==> src/rtl/vga_fb_ctrl_pkg.sv <==
// Shared definitions for the framebuffer controller: visible-area sizes used by
// the sync generator, palette channel width and the pipeline record types.
package vga_fb_ctrl_pkg;

  localparam int H_VISIBLE = 640;
  localparam int V_VISIBLE = 480;
  localparam int PALETTE_W = 3;

  typedef struct packed {
    logic [PALETTE_W-1:0] red;
    logic [PALETTE_W-1:0] grn;
    logic [PALETTE_W-1:0] blu;
  } rgb_t;

  // One stage of the sync/blanking delay line.
  typedef struct packed {
    logic active;
    logic hsync;
    logic vsync;
  } sync_t;

  localparam sync_t SYNC_IDLE = '{active: 1'b0, hsync: 1'b1, vsync: 1'b1};

endpackage

==> src/rtl/vga_palette.sv <==
// Fixed 16-entry colour lookup: bit2/1/0 select red/green/blue, bit3 picks the
// bright level; index 8 is dark grey instead of black.
module vga_palette
  import vga_fb_ctrl_pkg::*;
#(
  parameter int DATA_WIDTH = 4
) (
  input  logic [DATA_WIDTH-1:0] index,
  output rgb_t                  rgb
);

  logic [PALETTE_W-1:0] level;

  always_comb begin
    rgb   = '0;
    level = index[3] ? PALETTE_W'(7) : PALETTE_W'(4);
    if (index == DATA_WIDTH'(8)) begin
      rgb.red = PALETTE_W'(2);
      rgb.grn = PALETTE_W'(2);
      rgb.blu = PALETTE_W'(2);
    end else begin
      rgb.red = index[2] ? level : '0;
      rgb.grn = index[1] ? level : '0;
      rgb.blu = index[0] ? level : '0;
    end
  end

endmodule

==> src/rtl/vga_fb_ctrl.sv <==
// Framebuffer controller: owns the tile RAM port, reads cells during active video,
// commits buffered loader writes during blanking and emits palette RGB with syncs.
module vga_fb_ctrl
  import vga_fb_ctrl_pkg::*;
#(
  parameter int ADDR_WIDTH = 10,
  parameter int DATA_WIDTH = 4,
  parameter int CELL_SHIFT = 5,
  parameter int COLS       = 20
) (
  input  logic                  i_clk,
  input  logic                  i_rst_n,
  input  logic [9:0]            i_col,
  input  logic [9:0]            i_row,
  input  logic                  i_active,
  input  logic                  i_hsync,
  input  logic                  i_vsync,
  input  logic                  i_wr_valid,
  input  logic [ADDR_WIDTH-1:0] i_wr_addr,
  input  logic [DATA_WIDTH-1:0] i_wr_data,
  output logic                  o_wr_ready,
  output logic [ADDR_WIDTH-1:0] o_ram_addr,
  output logic [DATA_WIDTH-1:0] o_ram_data,
  output logic                  o_ram_write_en,
  input  logic [DATA_WIDTH-1:0] i_ram_data,
  output logic [PALETTE_W-1:0]  o_red,
  output logic [PALETTE_W-1:0]  o_grn,
  output logic [PALETTE_W-1:0]  o_blu,
  output logic                  o_hsync,
  output logic                  o_vsync
);

  // Loader handshake: a beat transfers on a clock edge where i_wr_valid and
  // o_wr_ready are both high; o_wr_ready depends only on registered state and
  // i_active, never on i_wr_valid, so the buffer can drain and refill in one cycle.
  logic                  r_pending;
  logic [ADDR_WIDTH-1:0] r_wr_addr;
  logic [DATA_WIDTH-1:0] r_wr_data;
  logic                  accept;
  logic                  commit;
  logic [ADDR_WIDTH-1:0] cell_addr;

  sync_t sync_in, sync_d0, sync_d1;
  rgb_t  pal_rgb, rgb_q;

  assign o_wr_ready = !r_pending || !i_active;
  assign accept     = i_wr_valid && o_wr_ready;
  assign commit     = r_pending && !i_active;

  // Modular arithmetic keeps the truncated result exact at ADDR_WIDTH.
  assign cell_addr = ADDR_WIDTH'(i_row >> CELL_SHIFT) * ADDR_WIDTH'(COLS)
                   + ADDR_WIDTH'(i_col >> CELL_SHIFT);

  always_comb begin
    o_ram_write_en = 1'b0;
    o_ram_addr     = cell_addr;
    o_ram_data     = r_wr_data;
    if (commit) begin
      o_ram_write_en = 1'b1;
      o_ram_addr     = r_wr_addr;
    end
  end

  always_ff @(posedge i_clk or negedge i_rst_n) begin
    if (!i_rst_n) begin
      r_pending <= 1'b0;
      r_wr_addr <= '0;
      r_wr_data <= '0;
    end else if (accept) begin
      r_pending <= 1'b1;
      r_wr_addr <= i_wr_addr;
      r_wr_data <= i_wr_data;
    end else if (commit) begin
      r_pending <= 1'b0;
    end
  end

  vga_palette #(.DATA_WIDTH(DATA_WIDTH)) u_palette (
    .index (i_ram_data),
    .rgb   (pal_rgb)
  );

  assign sync_in = '{active: i_active, hsync: i_hsync, vsync: i_vsync};

  // sync_d0 lines up with the RAM data returning; sync_d1 with the RGB register.
  always_ff @(posedge i_clk or negedge i_rst_n) begin
    if (!i_rst_n) begin
      sync_d0 <= SYNC_IDLE;
      sync_d1 <= SYNC_IDLE;
      rgb_q   <= '0;
    end else begin
      sync_d0 <= sync_in;
      sync_d1 <= sync_d0;
      rgb_q   <= sync_d0.active ? pal_rgb : '0;
    end
  end

  assign o_red   = rgb_q.red;
  assign o_grn   = rgb_q.grn;
  assign o_blu   = rgb_q.blu;
  assign o_hsync = sync_d1.hsync;
  assign o_vsync = sync_d1.vsync;

endmodule
==> config.mk <==
export PLATFORM = sky130hd
export DESIGN_NAME = vga_fb_ctrl
export DESIGN_NICKNAME = d
export VERILOG_FILES = /design/src/rtl/vga_fb_ctrl_pkg.sv /design/src/rtl/vga_palette.sv /design/src/rtl/vga_fb_ctrl.sv
export SDC_FILE = /design/constraint.sdc
export NUM_CORES = 1
export LEC_CHECK = 0
export CAP_MARGIN = 40
export CORE_ASPECT_RATIO = 0.7
export CORE_MARGIN = 2
export CORE_UTILIZATION = 44
export CTS_BUF_LIST = sky130_fd_sc_hd__clkbuf_8
export DETAILED_ROUTE_END_ITERATION = 10
export PLACE_DENSITY = 0.87
export SLEW_MARGIN = 20
export SYNTH_ARGS = -nofsm -noshare
export SYNTH_HDL_FRONTEND = slang
export SYNTH_SLANG_ARGS = --single-unit
==> constraint.sdc <==
create_clock -name i_clk -period 6.6 [get_ports i_clk]
set_input_delay 0.66 -clock i_clk [delete_from_list [all_inputs] [get_ports i_clk]]
set_output_delay 0.66 -clock i_clk [all_outputs]
set_load 0.02 [all_outputs]
==> summary.md, run 1 <==
| Metric | Value |
|---|---|
| Syn avg cell area | 12.4 um^2 |
| Clock share of power | 0.303 |
| CP max FO | 3 |
| CP required | 5.94 ns |
| Placer congestion estimate | just under 0.8 |
| Status | finished clean |
| Leak | 0.959 nW |
| Crit. path cell count | 9 |
| Sequential area share after synthesis | 0.512 |
| Die W | between 70 and 80 um |
| IO Port Bufs | 60 |
| Period utilisation layout | 0.646 |
| Vias in the first global route | 1156 |
| Ys flop type | dfrtp_1 |
| I/O pins | 71 |
| Comb power frac | 0.300 |
| Initial Utilization | 0.457 |
| Clock tree buffer depth | 2 |
| Clock Latency Late Sink | 0.27 ns |
| H-tree Lvls | 2 |
| Final setup violation count | 0 |
| Std-Cell Rows | 17 |
| Register share of total power | 0.397 |
| Gr ovfl total | 0 |
| First-pass detailed-route iteration total | 4 |
| Final Instance Area | 2170 um^2 |
| Post-route minimum period | 4.26 ns |
| Most frequent cell after synthesis | dfrtp_1 |
| CP Launch Type | input port |
| Critical path class | input port to output pin |
| WP buf/inv | 2 |
| DRT antenna net count | 0 |
| Nets@finish | 235 |
| Mapped Cells | around 120 |
| Yosys reg bits | 29 |
| Maximum VDD drop | 0.000169 V |
| Pin count of the biggest net entering global routing | 30 |
| Post-DR vias/cell | 4.98 |
| Root Buffer Master | clkbuf_8 |
| Internal | roughly 0.38 mW |
| Post-synth EDFFs | 0 |
| Initial antenna violation count | 0 |
| TritonCTS buffer count | 5 |
| Wirelength per Cell | about 15 um |
| Global-route wire length before repair | 5.32 mm |
| Synth top cells by count | dfrtp_1, mux2_2, nor2_1 |
| CTS sink cnt | 29 |
| Slew margin rel. | 0.542 |
| Post-cts repair resize count | 0 |
| Cell Area, Synth | about 1400 um^2 |
| Switching Share | 0.272 |
| Final Hold Viols | 0 |
| NetSw | between 0.1 and 0.15 mW |
| FFs w/ async S/R, synth | 1.00 |
| DR iter-0 viols | 42 |
| Area share of the largest cell type after synthesis | 0.438 |
| Worst Tran Pin Value | 0.688 ns |
| Filler cells | 222 |
| Hold Buf Count CTS | 0 |
| Crit. End Element | output pin |
| Largest cells by area after synthesis | dfrtp_1, mux2_2, ha_1 |
| Routed vias | 1090 |
| Area leader, netlist | dfrtp_1 |
| Fin Setup TNS | 0 ns |
| CTS tree | done |
| Drt drc | 0 |
| Max cap viols | 0 |
| CP max stage cell | clkdlybuf4s50_1 |
| DIE HEIGHT | a little over 50 um |
| Die Area | 3720 um^2 |
| Final core occ | 0.695 |
| Critical-path cell list | clkdlybuf4s50_1, ha_1, ha_1, fa_1, xor2_1, and4b_1, xnor3_1, mux2_2, clkdlybuf4s50_1 |
| Ys Warns | 0 |
| Max incr delay on CP | 0.54 ns |
| Clock Skew | 0.00812 ns |
| Core Region | 3130 um^2 |
| Setup repair after global routing missed its margin | no |
| Share of cells above drive strength 1 | 0.193 |
| Hold Crit Class | flop to flop |
| Total Wirelength | 3.20 mm |
| PwrDens | 237 nW/um^2 |
| Postcts setup bufs | 0 |
| Arrival @ worst endpoint | roughly 3.6 ns |
| # diodes | 0 |
| Worst r2r path cells | 3 |
| Worst-path clk slew | 0.06 ns |
| Syn Nets | 170 |
| Yosys cell types | 26 |
| Delay-heaviest family, CP | buffers and inverters |
| Layout area overhead | 52.3% |
| Max-slew violations | 0 |
| Max Freq | around 230 MHz |
| Total Routing Usage GR | 0.192 |
| Placed cell areas | 2070 um^2 |
| Cell depth of the worst hold path | 0 |
| Final HPWL DP | 2.53 mm |
-- registers in the layout, summed over array words and instances (netlist names) --
signal and flops:
o_blu 3, o_grn 3, o_hsync 1, o_ram_data 4, o_red 3, o_vsync 1, r_pending 1, r_wr_addr 10
sync_d0 3
-- layout make-up --
| class | count | area (um^2) | area share |
|---|---|---|---|
| Inverter | 1 | 3.75 | 0.00173 |
| Clock inverter | 1 | 5.00 | 0.00230 |
| Tap cell | 38 | 47.5 | 0.0219 |
| Clock buffer | 7 | 96.3 | 0.0443 |
| Sequential cell | 29 | 731 | 0.336 |
| Timing Repair Buffer | 62 | 616 | 0.283 |
| Multi-Input combinational cell | 81 | 676 | 0.311 |
-- layout by cell type (no fill, tap or decap), drive strengths merged --
master / count
a21o: 3
clkinv: 1
nand2: 7
dfrtp: 25
a31oi: 1
o31ai: 1
fa: 2
ha: 9
and4b: 1
nand2b: 1
xnor2: 3
clkbuf: 7
clkdlybuf4s50: 60
xor2: 1
inv: 1
and2: 5
a21oi: 4
o41ai: 1
o21ai: 3
dfstp: 4
and3: 4
buf: 2
nor2: 10
nand3: 2
nor2b: 2
mux2: 20
xnor3: 1
-- stage by stage --
stage	power, mW	setup WS [ns]	hold slack, ns	std cells
finish	0.515	2.34	0.356	219
global route	0.543	2.21	0.359	219
CTS	0.522	2.34	0.356	219
detailed placement	0.362	2.35	0.347	211
global placement	0.356	2.38	0.348	210
floorplan	0.287	3.49	0.345	115
-- layer usage --
metal | wire length, um | global-route usage | vias to the layer above
met2 | 1690 | 0.339 | 30
met3 | 137 | 0.0446 | 2
met5 | 0 | 0 | -
met4 | 19 | 0.0786 | 0
li1 | - | - | 532
met1 | 1350 | 0.227 | 526
-- power by group through the flow --
| stage | registers, mW | clock network [mW] | logic (mW) |
|---|---|---|---|
| floorplan | 0.214 | 0 | 0.0736 |
| CTS | 0.204 | 0.161 | 0.156 |
| detailed placement | 0.207 | 0 | 0.155 |
| global route | 0.207 | 0.170 | 0.166 |
| finish | 0.204 | 0.156 | 0.154 |
| global placement | 0.206 | 0 | 0.150 |
-- final timing paths --
check / from / end / slack [ns]
hold / removal: sync_d0[0]$_DFF_PN1_ / o_vsync$_DFF_PN1_ / 0.36
setup / recovery: i_row[6] / o_ram_addr[8] / 2.34
setup reg to reg: r_pending$_DFFE_PN0P_ / r_wr_addr[0]$_DFFE_PN0P_ / 5.03
max in group asynchronous: i_rst_n / o_vsync$_DFF_PN1_ / 5.52
min in group asynchronous: i_rst_n / o_grn[0]$_DFF_PN0_ / 0.76
hold reg to reg: sync_d0[0]$_DFF_PN1_ / o_vsync$_DFF_PN1_ / 0.36
-- cell families after synthesis --
logic type | share of synthesized area
adder cells (fa/ha/maj) | 0.107
multiplexers | 0.158
XOR/XNOR | 0.0403
buffers and inverters | 0.0149
AO/OA/AOI/OAI | 0.0570
flip-flops | 0.512
AND/OR/NAND/NOR | 0.111
Note: power is estimated with default switching activity, not from simulation.
==> inputs of run 2 (changes only) <==
--- a/config.mk
+++ b/config.mk
@@ -8,10 +8,10 @@
 export CAP_MARGIN = 40
 export CORE_ASPECT_RATIO = 0.7
 export CORE_MARGIN = 2
-export CORE_UTILIZATION = 44
+export CORE_UTILIZATION = 41
 export CTS_BUF_LIST = sky130_fd_sc_hd__clkbuf_8
 export DETAILED_ROUTE_END_ITERATION = 10
-export PLACE_DENSITY = 0.87
+export PLACE_DENSITY = 0.82
 export SLEW_MARGIN = 20
 export SYNTH_ARGS = -nofsm -noshare
 export SYNTH_HDL_FRONTEND = slang
==> constraint.sdc (replaced) <==
create_clock -name i_clk -period 4.35 [get_ports i_clk]
set_input_delay 0.435 -clock i_clk [delete_from_list [all_inputs] [get_ports i_clk]]
set_output_delay 0.435 -clock i_clk [all_outputs]
set_load 0.02 [all_outputs]
==> run 2 against run 1 <==
Against the previous run:
- routed wire length grew 1.2%
- combinational power is 53% higher
- largest cell class unchanged
- die area is 6.8% higher
- register-to-register slack lost 2.2 ns
- total power up 53%
==> summary.md, run 2 (synthesis gave the netlist of run 1 again) <==
| Metric | Value |
|---|---|
| R2R Setup Slk | roughly 2.8 ns |
| Worst r2r path cells | 3 |
| PwrDens | 359 nW/um^2 |
| Period utilisation layout | 0.884 |
| Global-route wire length before repair | 5.27 mm |
| Most frequent cells in the layout | clkdlybuf4s50_1, dfrtp_1, mux2_2 |
| Gr ovfl total | 0 |
| TritonCTS buffer count | 5 |
| Register share of total power | 0.394 |
| Internal | 0.569 mW |
| Total Wirelength | 3.24 mm |
| Std-Cell Rows | 17 |
| DR iter-0 viols | 59 |
| Slew margin rel. | 0.566 |
| Switching Share | 0.275 |
| Final setup violation count | 0 |
| Max cap viols | 0 |
| DRT antenna net count | 0 |
| Clock Skew | between 0.001 and 0.0015 ns |
| Comb power frac | 0.300 |
| Initial antenna violation count | 0 |
| Maximum VDD drop | 0.000239 V |
| Hold Crit Class | flop to flop |
| CP Launch Type | input port |
| Setup crit start | i_row[6] |
| Worst r2r src | r_pending$_DFFE_PN0P_ |
| Hold wc startpoint | sync_d0[1]$_DFF_PN1_ |
| Final Hold Viols | 0 |
| Arrival @ worst endpoint | around 3.4 ns |
| CP max FO | 3 |
| Hold Buf Count CTS | 0 |
| Metal2 WL | 1.59 mm |
| Post-route minimum period | slightly below 4 ns |
| Post-DR vias/cell | 4.75 |
| Clock Latency Late Sink | 0.28 ns |
| # diodes | 0 |
| Vias in the first global route | 1113 |
| NetSw | 0.216 mW |
| Share of cells above drive strength 1 | 0.193 |
| Cell depth of the worst hold path | 0 |
| Final HPWL DP | 2.53 mm |
| IO Port Bufs | 60 |
| H-tree Lvls | 2 |
| Leak | 0.959 nW |
| First-pass detailed-route iteration total | 4 |
| Placer congestion estimate | slightly above 0.8 |
| DIE HEIGHT | around 53 um |
| Wirelength per Cell | 14.2 um |
| Initial Utilization | 0.442 |
| Filler cells | between 200 and 300 |
| CTS sink cnt | 29 |
| Root Buffer Master | clkbuf_8 |
| Total Routing Usage GR | 0.188 |
| Placed cell areas | 2080 um^2 |
| Setup repair after global routing missed its margin | no |
| Die Area | 3980 um^2 |
| Die W | 74.5 um |
| Worst Tran Pin Value | 0.651 ns |
| Max Freq | 260 MHz |
| Max FFs per register | 10 |
| Crit. End Element | output pin |
| Nets@finish | 235 |
| Max-slew violations | 0 |
| Clock tree buffer depth | 2 |
| Commonest non-fill, non-tap cell in the layout | clkdlybuf4s50_1 |
| Worst-path clk slew | 0.06 ns |
| Status | finished clean |
| Post-cts repair resize count | 0 |
| CP required | 3.91 ns |
| Routed vias | 1083 |
| Final Instance Area | between 2000 and 2500 um^2 |
| Fin Setup TNS | 0 ns |
| Clock share of power | 0.306 |
| Postcts setup bufs | 0 |
| Drt drc | 0 |
| Met3 Routed Length | 201 um |
| Pin count of the biggest net entering global routing | 30 |
| Met1 wire length | 1.37 mm |
| Core Region | between 3000 and 4000 um^2 |
| CTS tree | done |
| Layout area overhead | 53.1% |
| Critical path class | input port to output pin |
| Biggest register | r_wr_addr |
| Highest metal used | met4 |
| I/O pins | just over 70 |
==> run 2: layout make-up <==
cell class | count | area (um^2) | area share
multi-input combinational | 81 | 676 | 0.309
tap | 47 | 58.8 | 0.0269
timing repair buffer | 62 | 616 | 0.282
clock buffer | 7 | 96.3 | 0.0441
inverter | 1 | 3.75 | 0.00172
clock inverter | 1 | 5.00 | 0.00229
sequential | 29 | 731 | 0.334
==> run 2: per-layer routing <==
layer | vias up | GRT usage
li1 | 528 | -
met1 | 510 | 0.232
met2 | 39 | 0.308
met3 | 6 | 0.0419
met4 | 0 | 0.0982
met5 | - | 0
==> run 2: worst max-delay path: stages <==
cell and delay, ns:
clkdlybuf4s50_1 0.48, ha_1 0.32, ha_1 0.23, fa_1 0.41, xor2_1 0.27, nand3_1 0.15
o41ai_1 0.31, mux2_2 0.21, clkdlybuf4s50_1 0.60
==> run 2: per-stage QoR <==
step / util / hold WS (ns) / total power, mW / instances / setup WS (ns)
6_report: 0.676 / 0.358 / 0.785 / 228 / 0.504
5_1_grt: 0.676 / 0.367 / 0.827 / 228 / 0.378
4_1_cts: 0.676 / 0.360 / 0.791 / 228 / 0.504
3_5_place_dp: 0.645 / 0.351 / 0.551 / 220 / 0.534
3_3_place_gp: 0.645 / 0.347 / 0.543 / 220 / 0.554
2_1_floorplan: - / 0.139 / 0.436 / 115 / 1.69
==> run 2: final timing paths <==
| check | endpoint |
|---|---|
| min reg2reg | o_hsync$_DFF_PN1_ |
| max reg2reg | o_ram_data[0]$_DFFE_PN0P_ |
| min in group asynchronous | o_blu[1]$_DFF_PN0_ |
| min | o_hsync$_DFF_PN1_ |
| max in group asynchronous | sync_d0[0]$_DFF_PN1_ |
| max | o_ram_addr[9] |
==> run 2: power groups by stage <==
| stage | Clock (mW) | Sequential [mW] | Combinational, mW |
|---|---|---|---|
| after floorplan | 0 | 0.324 | 0.112 |
| after global placement | 0 | 0.313 | 0.231 |
| after detailed placement | 0 | 0.314 | 0.237 |
| after CTS | 0.244 | 0.310 | 0.238 |
| after global routing | 0.259 | 0.312 | 0.256 |
| final | 0.240 | 0.309 | 0.236 |
